--- config.mk ---
export PLATFORM = sky130hd
export DESIGN_NAME = i2f_seq
export DESIGN_NICKNAME = d
export VERILOG_FILES = /design/src/rtl/float_pkg.sv /design/src/rtl/i2f_seq.sv
export SDC_FILE = /design/constraint.sdc
export NUM_CORES = 1
export LEC_CHECK = 0
export BUFFER_PORTS_ARGS = -buffer_cell sky130_fd_sc_hd__buf_2
export CORE_MARGIN = 5
export CORE_UTILIZATION = 35
export DETAILED_ROUTE_END_ITERATION = 8
export PLACE_DENSITY_LB_ADDON = 0.05
export SYNTH_ARGS = -nofsm -noshare
export SYNTH_HDL_FRONTEND = slang
export SYNTH_SLANG_ARGS = --single-unit
export TNS_END_PERCENT = 30
--- constraint.sdc ---
create_clock -name i_clk -period 2 [get_ports i_clk]
set_clock_uncertainty 0.1 [all_clocks]
set_input_delay 0.2 -clock i_clk [delete_from_list [all_inputs] [get_ports i_clk]]
set_output_delay 0.2 -clock i_clk [all_outputs]
set_load 0.01 [all_outputs]
--- src/rtl/float_pkg.sv ---
// Shared float-format constants and the converter state encoding.
// Pure declarations, no logic and no latency.
// Imported by the integer-to-float converter and the downstream float-to-integer stage.
package float_pkg;

    localparam int FLT_BIAS = 127;
    localparam int EXP_W    = 8;
    localparam int MAN_W    = 23;
    localparam int INT_W    = 16;

    // Exponent for a magnitude whose leading one sits at bit INT_W-1.
    localparam int EXP_TOP  = FLT_BIAS + INT_W - 1;

    typedef enum logic [1:0] {
        IDLE = 2'd0,
        NORM = 2'd1,
        DONE = 2'd2
    } state_t;

endpackage

--- src/rtl/i2f_seq.sv ---
// Sequential 16-bit integer to IEEE-754 single converter, normalising by one left shift per cycle.
// Latency: 1 cycle for zero, otherwise 2 + (15 - leading-one index) cycles, from accept to o_valid.
// One conversion in flight at a time; o_ready is low until the result is taken, and o_float holds while i_ready is low.
module i2f_seq
    import float_pkg::*;
#(
    parameter bit SIGNED_IN = 1'b0
) (
    input  logic        i_clk,
    input  logic        i_rst,
    input  logic        i_valid,
    output logic        o_ready,
    input  logic [15:0] i_integer,
    output logic        o_valid,
    input  logic        i_ready,
    output logic [31:0] o_float,
    output logic        o_busy
);

    state_t             state;
    state_t             state_nxt;
    logic               sign;
    logic [INT_W-1:0]   mag;
    logic [EXP_W-1:0]   exp_q;

    logic               accept;
    logic               in_sign;
    logic [INT_W-1:0]   in_mag;

    // Handshake decode; o_ready is forced low while reset is asserted.
    assign o_ready = (state == IDLE) && !i_rst;
    assign o_busy  = (state == NORM) || (state == DONE);
    assign accept  = i_valid && o_ready;

    // Sign and magnitude of the incoming word; -32768 negates to 0x8000.
    assign in_sign = SIGNED_IN ? i_integer[INT_W-1] : 1'b0;
    assign in_mag  = in_sign ? (~i_integer + 16'd1) : i_integer;

    // State register.
    always_ff @(posedge i_clk) begin
        if (i_rst) begin
            state <= IDLE;
        end else begin
            state <= state_nxt;
        end
    end

    // Next-state logic: zero skips normalisation, NORM exits once bit 15 is the leading one.
    always_comb begin
        state_nxt = state;
        case (state)
            IDLE: begin
                if (accept) begin
                    state_nxt = (in_mag == '0) ? DONE : NORM;
                end
            end
            NORM: begin
                if (mag[INT_W-1]) begin
                    state_nxt = DONE;
                end
            end
            DONE: begin
                if (i_ready) begin
                    state_nxt = IDLE;
                end
            end
            default: state_nxt = IDLE;
        endcase
    end

    // Datapath: capture, shift-normalise, then pack the result and hold it until taken.
    always_ff @(posedge i_clk) begin
        if (i_rst) begin
            sign    <= 1'b0;
            mag     <= '0;
            exp_q   <= '0;
            o_valid <= 1'b0;
            o_float <= '0;
        end else begin
            case (state)
                IDLE: begin
                    if (accept) begin
                        sign  <= in_sign;
                        mag   <= in_mag;
                        exp_q <= EXP_W'(EXP_TOP);
                        if (in_mag == '0) begin
                            // Zero is always encoded as +0.
                            o_float <= '0;
                            o_valid <= 1'b1;
                        end
                    end
                end
                NORM: begin
                    if (mag[INT_W-1]) begin
                        // Hidden bit dropped; 15 fraction bits padded to 23. Always exact.
                        o_float <= {sign, exp_q, mag[INT_W-2:0], 8'h00};
                        o_valid <= 1'b1;
                    end else begin
                        // Exponent bottoms out at FLT_BIAS since mag is nonzero here.
                        mag   <= mag << 1;
                        exp_q <= exp_q - 8'd1;
                    end
                end
                DONE: begin
                    if (i_ready) begin
                        o_valid <= 1'b0;
                    end
                end
                default: begin
                    o_valid <= 1'b0;
                end
            endcase
        end
    end

endmodule

==> summary.md, run 1 <==
| Metric | Value |
|---|---|
| Status | completed |
| Endpoints failing setup | 0 |
| Post-Syn Area | 2190 um2 |
| First-pass GRT wire length | approximately 9 mm |
| Synth Instances | 242 |
| Fin nets | about 320 |
| Sequential share of the synthesized area | approximately 46% |
| Initial drt markers | 65 |
| Synthesized flop and latch total | 50 |
| Tcrit/Tclk final | between 90% and 100% |
| Grt met3 use | 3.13% |
| Diode count | 0 |
| Met1 usage | between 20% and 30% |
| Total wire length | around 5.5 mm |
| CTS Buffer Depth | 2 |
| Vias in the first global route | 1814 |
| Crit-path max cell delay | ~0.52 ns |
| Core area | ~6000 um2 |
| Largest net degree at the start of global routing | 32 |
| Initial Util | between 30% and 40% |
| Die area | 7950 um2 |
| Average wire per standard cell | 14.9 um |
| CTS Hold Bufs | 0 |
| Share of cells above drive strength 1 | 25.9% |
| Worst IR Drop VDD | 0.525 mV |
| Synth cell types | 40 |
| GP Congestion | just under 0.8 |
| Worst EP required | 2.13 ns |
| Max Cap Viol | 0 |
| Clock transition at path regs | ~0.08 ns |
| Critical path fanouts, max | 5 |
| Total Neg Setup Slack | 0 ns |
| Total CTS buffers | 5 |
| TritonCTS Sinks | 50 |
| Delay-heaviest family, CP | simple AND/OR/NAND/NOR gates |
| Buf+Inv Stages, Crit Path | 1 |
| Vias/cell | slightly above 5 |
| Unrepaired setup endpoints after global routing | false |
| Gr ovfl total | 0 |
| Hold WC Path Type | in2reg |
| Total Power | 3.73 mW |
| Slew Viols, Final | 0 |
| Min cycle time layout | 1.87 ns |
| Number of routed nets with antenna violations | 0 |
| Setup crit end kind | flip-flop |
| CTS tree | done |
| Resized Gates After CTS | 0 |
| LEAKAGE | ~1.1 nW |
| CTS H-tree depth | 2 |
| Critical-path cell list | inv_1 -> ha_2 -> and2_4 -> a211o_1 -> or4_1 -> a31oi_1 |
| Design area | about 2600 um2 |
| Top Ports | 55 |
| Crit Path Category | reg2reg |
| Port buffer count | between 40 and 50 |
| Routed vias | 1887 |
| Area Growth Syn to Fin | 20.6% |
| Row count | 28 |
| Critical path's slowest cell | or4_1 |
| Final hold viol count | 0 |
| Detailed Place HPWL | 4.04 mm |
| Setup bufs post-CTS | 0 |
| Worst Path Arrival | around 2.0 ns |
| Number of remaining DRC errors | 0 |
| Die Wd | between 80 and 90 um |
| Syn_area_per_cell | between 9 and 10 um2 |
| Worst skew pair latency | around 0.29 ns |
| Root Buffer | clkbuf_8 |
| Met2 usage | roughly 22% |
| GR peak layer | met2 |
| Startpoint type of the worst setup path | flip-flop |
| Power density over cell area | around 1400 nW/um2 |
| Max Clk Rate | 535 MHz |
| DR pass1 iterations | 4 |
| Initial antenna violation count | 0 |
| Die Height | approximately 89 um |
| DP Area | 2560 um2 |
| Gr usage total | 14.3% |
| Syn. warnings | 0 |
synthesized netlist by cell type (all sizes together):
library cell | number | area, um2
a22o | 21 | 184
o21ba | 1 | 10.0
dfxtp | 50 | 1000
or4 | 3 | 22.5
nand4 | 1 | 6.26
a41oi | 1 | 8.76
a221oi | 2 | 17.5
nor4 | 5 | 31.3
buf | 14 | 98.8
and2 | 1 | 8.76
nand4b | 1 | 8.76
a211oi | 3 | 22.5
clkbuf | 11 | 41.3
nor2b | 4 | 25.0
conb | 1 | 3.75
nor2 | 8 | 30.0
or2 | 1 | 6.26
mux2i | 1 | 10.0
mux2 | 1 | 11.3
a21boi | 1 | 7.51
o41ai | 1 | 8.76
a41o | 1 | 10.0
o31ai | 2 | 15.0
a211o | 2 | 17.5
o21a | 1 | 7.51
o21ai | 4 | 20.0
inv | 7 | 26.3
nor3 | 4 | 20.0
o2bb2ai | 1 | 8.76
or3 | 5 | 31.3
nand3b | 16 | 120
a21oi | 10 | 50.1
a31oi | 15 | 93.8
nand2 | 35 | 131
nand2b | 3 | 26.3
ha | 4 | 50.1
kinds of logic (layout without fill, tap and decap cells):
family | after synthesis | after routing | share of synthesized area (%)
adder cells (fa/ha/maj) | 4 | 4 | 2.28
multiplexers | 2 | 2 | 0.970
buffers and inverters | 32 | 76 | 7.59
AND/OR/NAND/NOR | 87 | 87 | 21.3
AO/OA/AOI/OAI | 66 | 66 | 22.0
flip-flops | 50 | 50 | 45.7
other | 1 | 9 | 0.171
worst paths after layout:
check                         from               endpoint  slack (ns)  cells past startpoint
max          state[1]$_SDFFE_PP0P_  exp_q[7]$_SDFFE_PP0P_        0.13                      6
min                   i_integer[0]    mag[0]$_SDFFE_PP0P_        0.09                      3
max reg2reg  state[1]$_SDFFE_PP0P_  exp_q[7]$_SDFFE_PP0P_        0.13                      6
min reg2reg   o_valid$_SDFFE_PP0P_   o_valid$_SDFFE_PP0P_        0.36                      1
per-layer routing:
metal / up-vias / share of wire (%)
met4: 0 / 0
met3: 0 / 4.4
li1: 964 / -
met2: 40 / 45
met5: - / 0
met1: 883 / 51
tightest hold or removal path, cell delays in order:
cell and delay, ns:
buf_2 0.11, nand3b_1 0.07, a21oi_1 0.06
cell type report:
class	instances	area (um2)
multi-input combinational	168	1070
inverter	7	26.3
sequential	50	1000
tap	75	93.8
fill	595	3350
timing repair buffer	62	378
clock buffer	7	76.3
sequential cells by signal, indices dropped and copies added, names as in the netlist:
name	cells
o_valid	1
state	2
mag	16
exp_q	8
o_float	23
stage by stage:
stage / setup WS (ns) / std cells / hold slack (ns) / utilization, %
6_report: 0.130 / 369 / 0.0898 / 44.1
5_1_grt: 0.0227 / 369 / 0.0716 / 44.1
4_1_cts: 0.0599 / 369 / 0.0803 / 44.0
3_5_place_dp: 0.0715 / 362 / 0.347 / 42.7
3_3_place_gp: 0.108 / 362 / 0.348 / 42.7
2_1_floorplan: 0.0734 / 250 / 0.267 / -
placed cells by master (no fill, tap or decap), drive strengths merged, types with 7 or more instances in the layout:
cell	n
nand2	35
inv	7
a22o	21
clkbuf	7
buf	62
nor2	8
dfxtp	50
a21oi	10
conb	9
a31oi	15
nand3b	16
power breakdown:
group | leakage (nW) | switching [mW] | internal, mW
sequential | 0.407 | 0.174 | 1.21
clock | 0.0383 | 0.299 | 0.241
combinational | 0.655 | 1.01 | 0.805
No activity file was read; power rests on OpenSTA's default activity.
==> inputs of run 2 (changes only) <==
--- a/config.mk
+++ b/config.mk
@@ -6,8 +6,10 @@
 export NUM_CORES = 1
 export LEC_CHECK = 0
 export BUFFER_PORTS_ARGS = -buffer_cell sky130_fd_sc_hd__buf_2
+export CELL_PAD_IN_SITES_DETAIL_PLACEMENT = 0
+export CELL_PAD_IN_SITES_GLOBAL_PLACEMENT = 2
 export CORE_MARGIN = 5
-export CORE_UTILIZATION = 35
+export CORE_UTILIZATION = 28
 export DETAILED_ROUTE_END_ITERATION = 8
 export PLACE_DENSITY_LB_ADDON = 0.05
 export SYNTH_ARGS = -nofsm -noshare
==> run 2 against run 1 <==
Hold slack worse by 0.0054 ns. Global-route usage shrank 1.4 points. Final cell count rose by 7.9%. Highest routed layer is now met4. Sequential power hardly changed. Combinational power about the same.
==> summary.md, run 2 (same netlist as run 1, synthesis figures left out) <==
| Metric | Value |
|---|---|
| Status | completed (unchanged) |
| Detailed Place HPWL | 4.43 mm (was 4.04 mm) |
| Most frequent cells in the layout | dfxtp_1 (49), buf_2 (45), nand2_1 (35) (unchanged) |
| LEAKAGE | 1.12 nW (was 1.10 nW) |
| First-pass GRT wire length | 10.2 mm (was 8.91 mm) |
| Port buffer count | 45 (unchanged) |
| Slew Viols, Final | 0 (unchanged) |
| Top Ports | 55 (unchanged) |
| Min-Delay Endpoint | mag[0]$_SDFFE_PP0P_ (unchanged) |
| Max Cap Viol | 0 (unchanged) |
| Routed vias | 1917 (was 1887) |
| Initial drt markers | 53 (was 65) |
| Worst Path Arrival | 2.04 ns (was 2.00 ns) |
| Share of cells above drive strength 1 | 27.4% (was 25.9%) |
| Setup bufs post-CTS | 0 (unchanged) |
| Fin nets | 320 (was 318) |
| Die Wd | 98.5 um (was 89.1 um) |
| Number of remaining DRC errors | 0 (unchanged) |
| HP Start | i_integer[0] (unchanged) |
| TritonCTS Sinks | 50 (unchanged) |
| Max Clk Rate | 525 MHz (was 535 MHz) |
| Largest net degree at the start of global routing | 32 (unchanged) |
| Diode count | 0 (unchanged) |
| Number of routed nets with antenna violations | 0 (unchanged) |
| Tcrit/Tclk final | 95.2% (was 93.5%) |
| Design area | 2730 um2 (was 2640 um2) |
| Endpoints failing setup | 0 (unchanged) |
| Commonest non-fill, non-tap cell in the layout | dfxtp_1 (unchanged) |
| Gr ovfl total | 0 (unchanged) |
| Crit Path Category | reg2reg (unchanged) |
| Dpl ws | -0.0329 ns (was 0.0715 ns) |
| Initial Util | 28.5% (was 36.6%) |
| CTS tree | done (unchanged) |
| Initial antenna violation count | 0 (unchanged) |
| CTS Hold Bufs | 0 (unchanged) |
| R2R depth | 6 (unchanged) |
| Cell Count, Final, Fillers Out | 398 (was 369) |
| Startpoint type of the worst setup path | flip-flop (unchanged) |
| Root Buffer | clkbuf_8 (unchanged) |
| CTS Buffer Depth | 2 (unchanged) |
| Final WS setup | 0.0957 ns (was 0.130 ns) |
| Worst skew pair latency | 0.30 ns (was 0.29 ns) |
| Die area | 9700 um2 (was 7950 um2) |
| Worst EP required | 2.13 ns (about the same) |
| Final Util | 35.5% (was 44.1%) |
| Clock transition at path regs | 0.09 ns (was 0.08 ns) |
| Average wire per standard cell | 15.7 um (was 14.9 um) |
| Worst Hold Depth | 3 (unchanged) |
| Total Neg Setup Slack | 0 ns (unchanged) |
| Die Height | 98.5 um (was 89.1 um) |
| Vias/cell | 4.82 (was 5.11) |
| Worst IR Drop VDD | 0.515 mV (was 0.525 mV) |
| Total wire length | 6.23 mm (was 5.50 mm) |
| Largest Register | o_float (unchanged) |
| Critical path fanouts, max | 5 (unchanged) |
| Hold WC Path Type | in2reg (unchanged) |
| GP Congestion | 0.766 (was 0.773) |
| Total CTS buffers | 5 (unchanged) |
| Min cycle time layout | 1.90 ns (was 1.87 ns) |
| Hold slack | 0.0843 ns (was 0.0898 ns) |
| Gr usage total | 12.9% (was 14.3%) |
| Core area | 7690 um2 (was 5990 um2) |
| Total Power | 3.94 mW (was 3.73 mW) |
| Max reg flops | 23 (unchanged) |
| DP Area | 2580 um2 (was 2560 um2) |
| FF-to-FF setup slack | 0.1 ns (was 0.13 ns) |
| CTS H-tree depth | 2 (unchanged) |
| DR pass1 iterations | 6 (was 4) |
| Power density over cell area | 1440 nW/um2 (was 1410 nW/um2) |
| Row count | 32 (was 28) |
| Vias in the first global route | 1931 (was 1814) |
| Regs by FF count | o_float x23, mag x16, exp_q x8 (unchanged) |
| Area Growth Syn to Fin | 24.4% (was 20.6%) |
| R2r endpoint | exp_q[7]$_SDFFE_PP0P_ (unchanged) |
| Placed cells | 391 (was 362) |
| Final hold viol count | 0 (unchanged) |
| Launching point of the worst reg2reg path | state[1]$_SDFFE_PP0P_ (unchanged) |
| Setup crit end kind | flip-flop (unchanged) |
-- run 2: how the worst max path moves through the flow --
| stage | from | to | cells past startpoint |
|---|---|---|---|
| 2_1_floorplan | state[1]$_SDFFE_PP0P_ | exp_q[7]$_SDFFE_PP0P_ | 7 |
| 3_3_place_gp | i_integer[0] | o_float[17]$_SDFFE_PP0P_ | 7 |
| 3_5_place_dp | i_integer[0] | o_float[17]$_SDFFE_PP0P_ | 7 |
| 4_1_cts | state[1]$_SDFFE_PP0P_ | exp_q[7]$_SDFFE_PP0P_ | 6 |
| 5_1_grt | state[1]$_SDFFE_PP0P_ | mag[2]$_SDFFE_PP0P_ | 8 |
| 6_report | state[1]$_SDFFE_PP0P_ | exp_q[7]$_SDFFE_PP0P_ | 6 |
-- run 2: power by group --
group	internal (mW)	leakage (nW)	total [mW]	switching (mW)
registers	1.21	0.407	1.39	0.187
clock network	0.401	0.0573	0.736	0.335
logic	0.779	0.660	1.81	1.03
-- run 2: cell type report --
cell class                      instances  area [um2]
Multi-Input combinational cell        168        1090
Inverter                                7        26.3
Clock buffer                            6        82.6
Fill cell                             825        4960
Sequential cell                        50        1000
Timing Repair Buffer                   64         368
Clock inverter                          1        30.0
Tap cell                              102         128
-- run 2: layer usage --
metal / GRT usage [%] / vias up / part of all wire [%]
met5: 0 / - / 0
li1: - / 968 / -
met1: 18.5 / 897 / 50
met3: 2.69 / 2 / 5.0
met4: 3.26 / 0 / 0.58
met2: 19.8 / 50 / 45
-- run 2: repair_timing --
item / 4_1_cts / 5_1_grt
hold endpoints to repair: 0 / 0
gates resized for setup: 0 / 6
endpoints found under the setup margin: 0 / 27
-- run 2: worst max-delay path, stage by stage, from the launching register on --
cell and delay [ns]:
dfxtp_2 0.34, inv_1 0.08, ha_2 0.20, and2_4 0.17
a211o_4 0.29, or4_1 0.50, a31oi_1 0.16
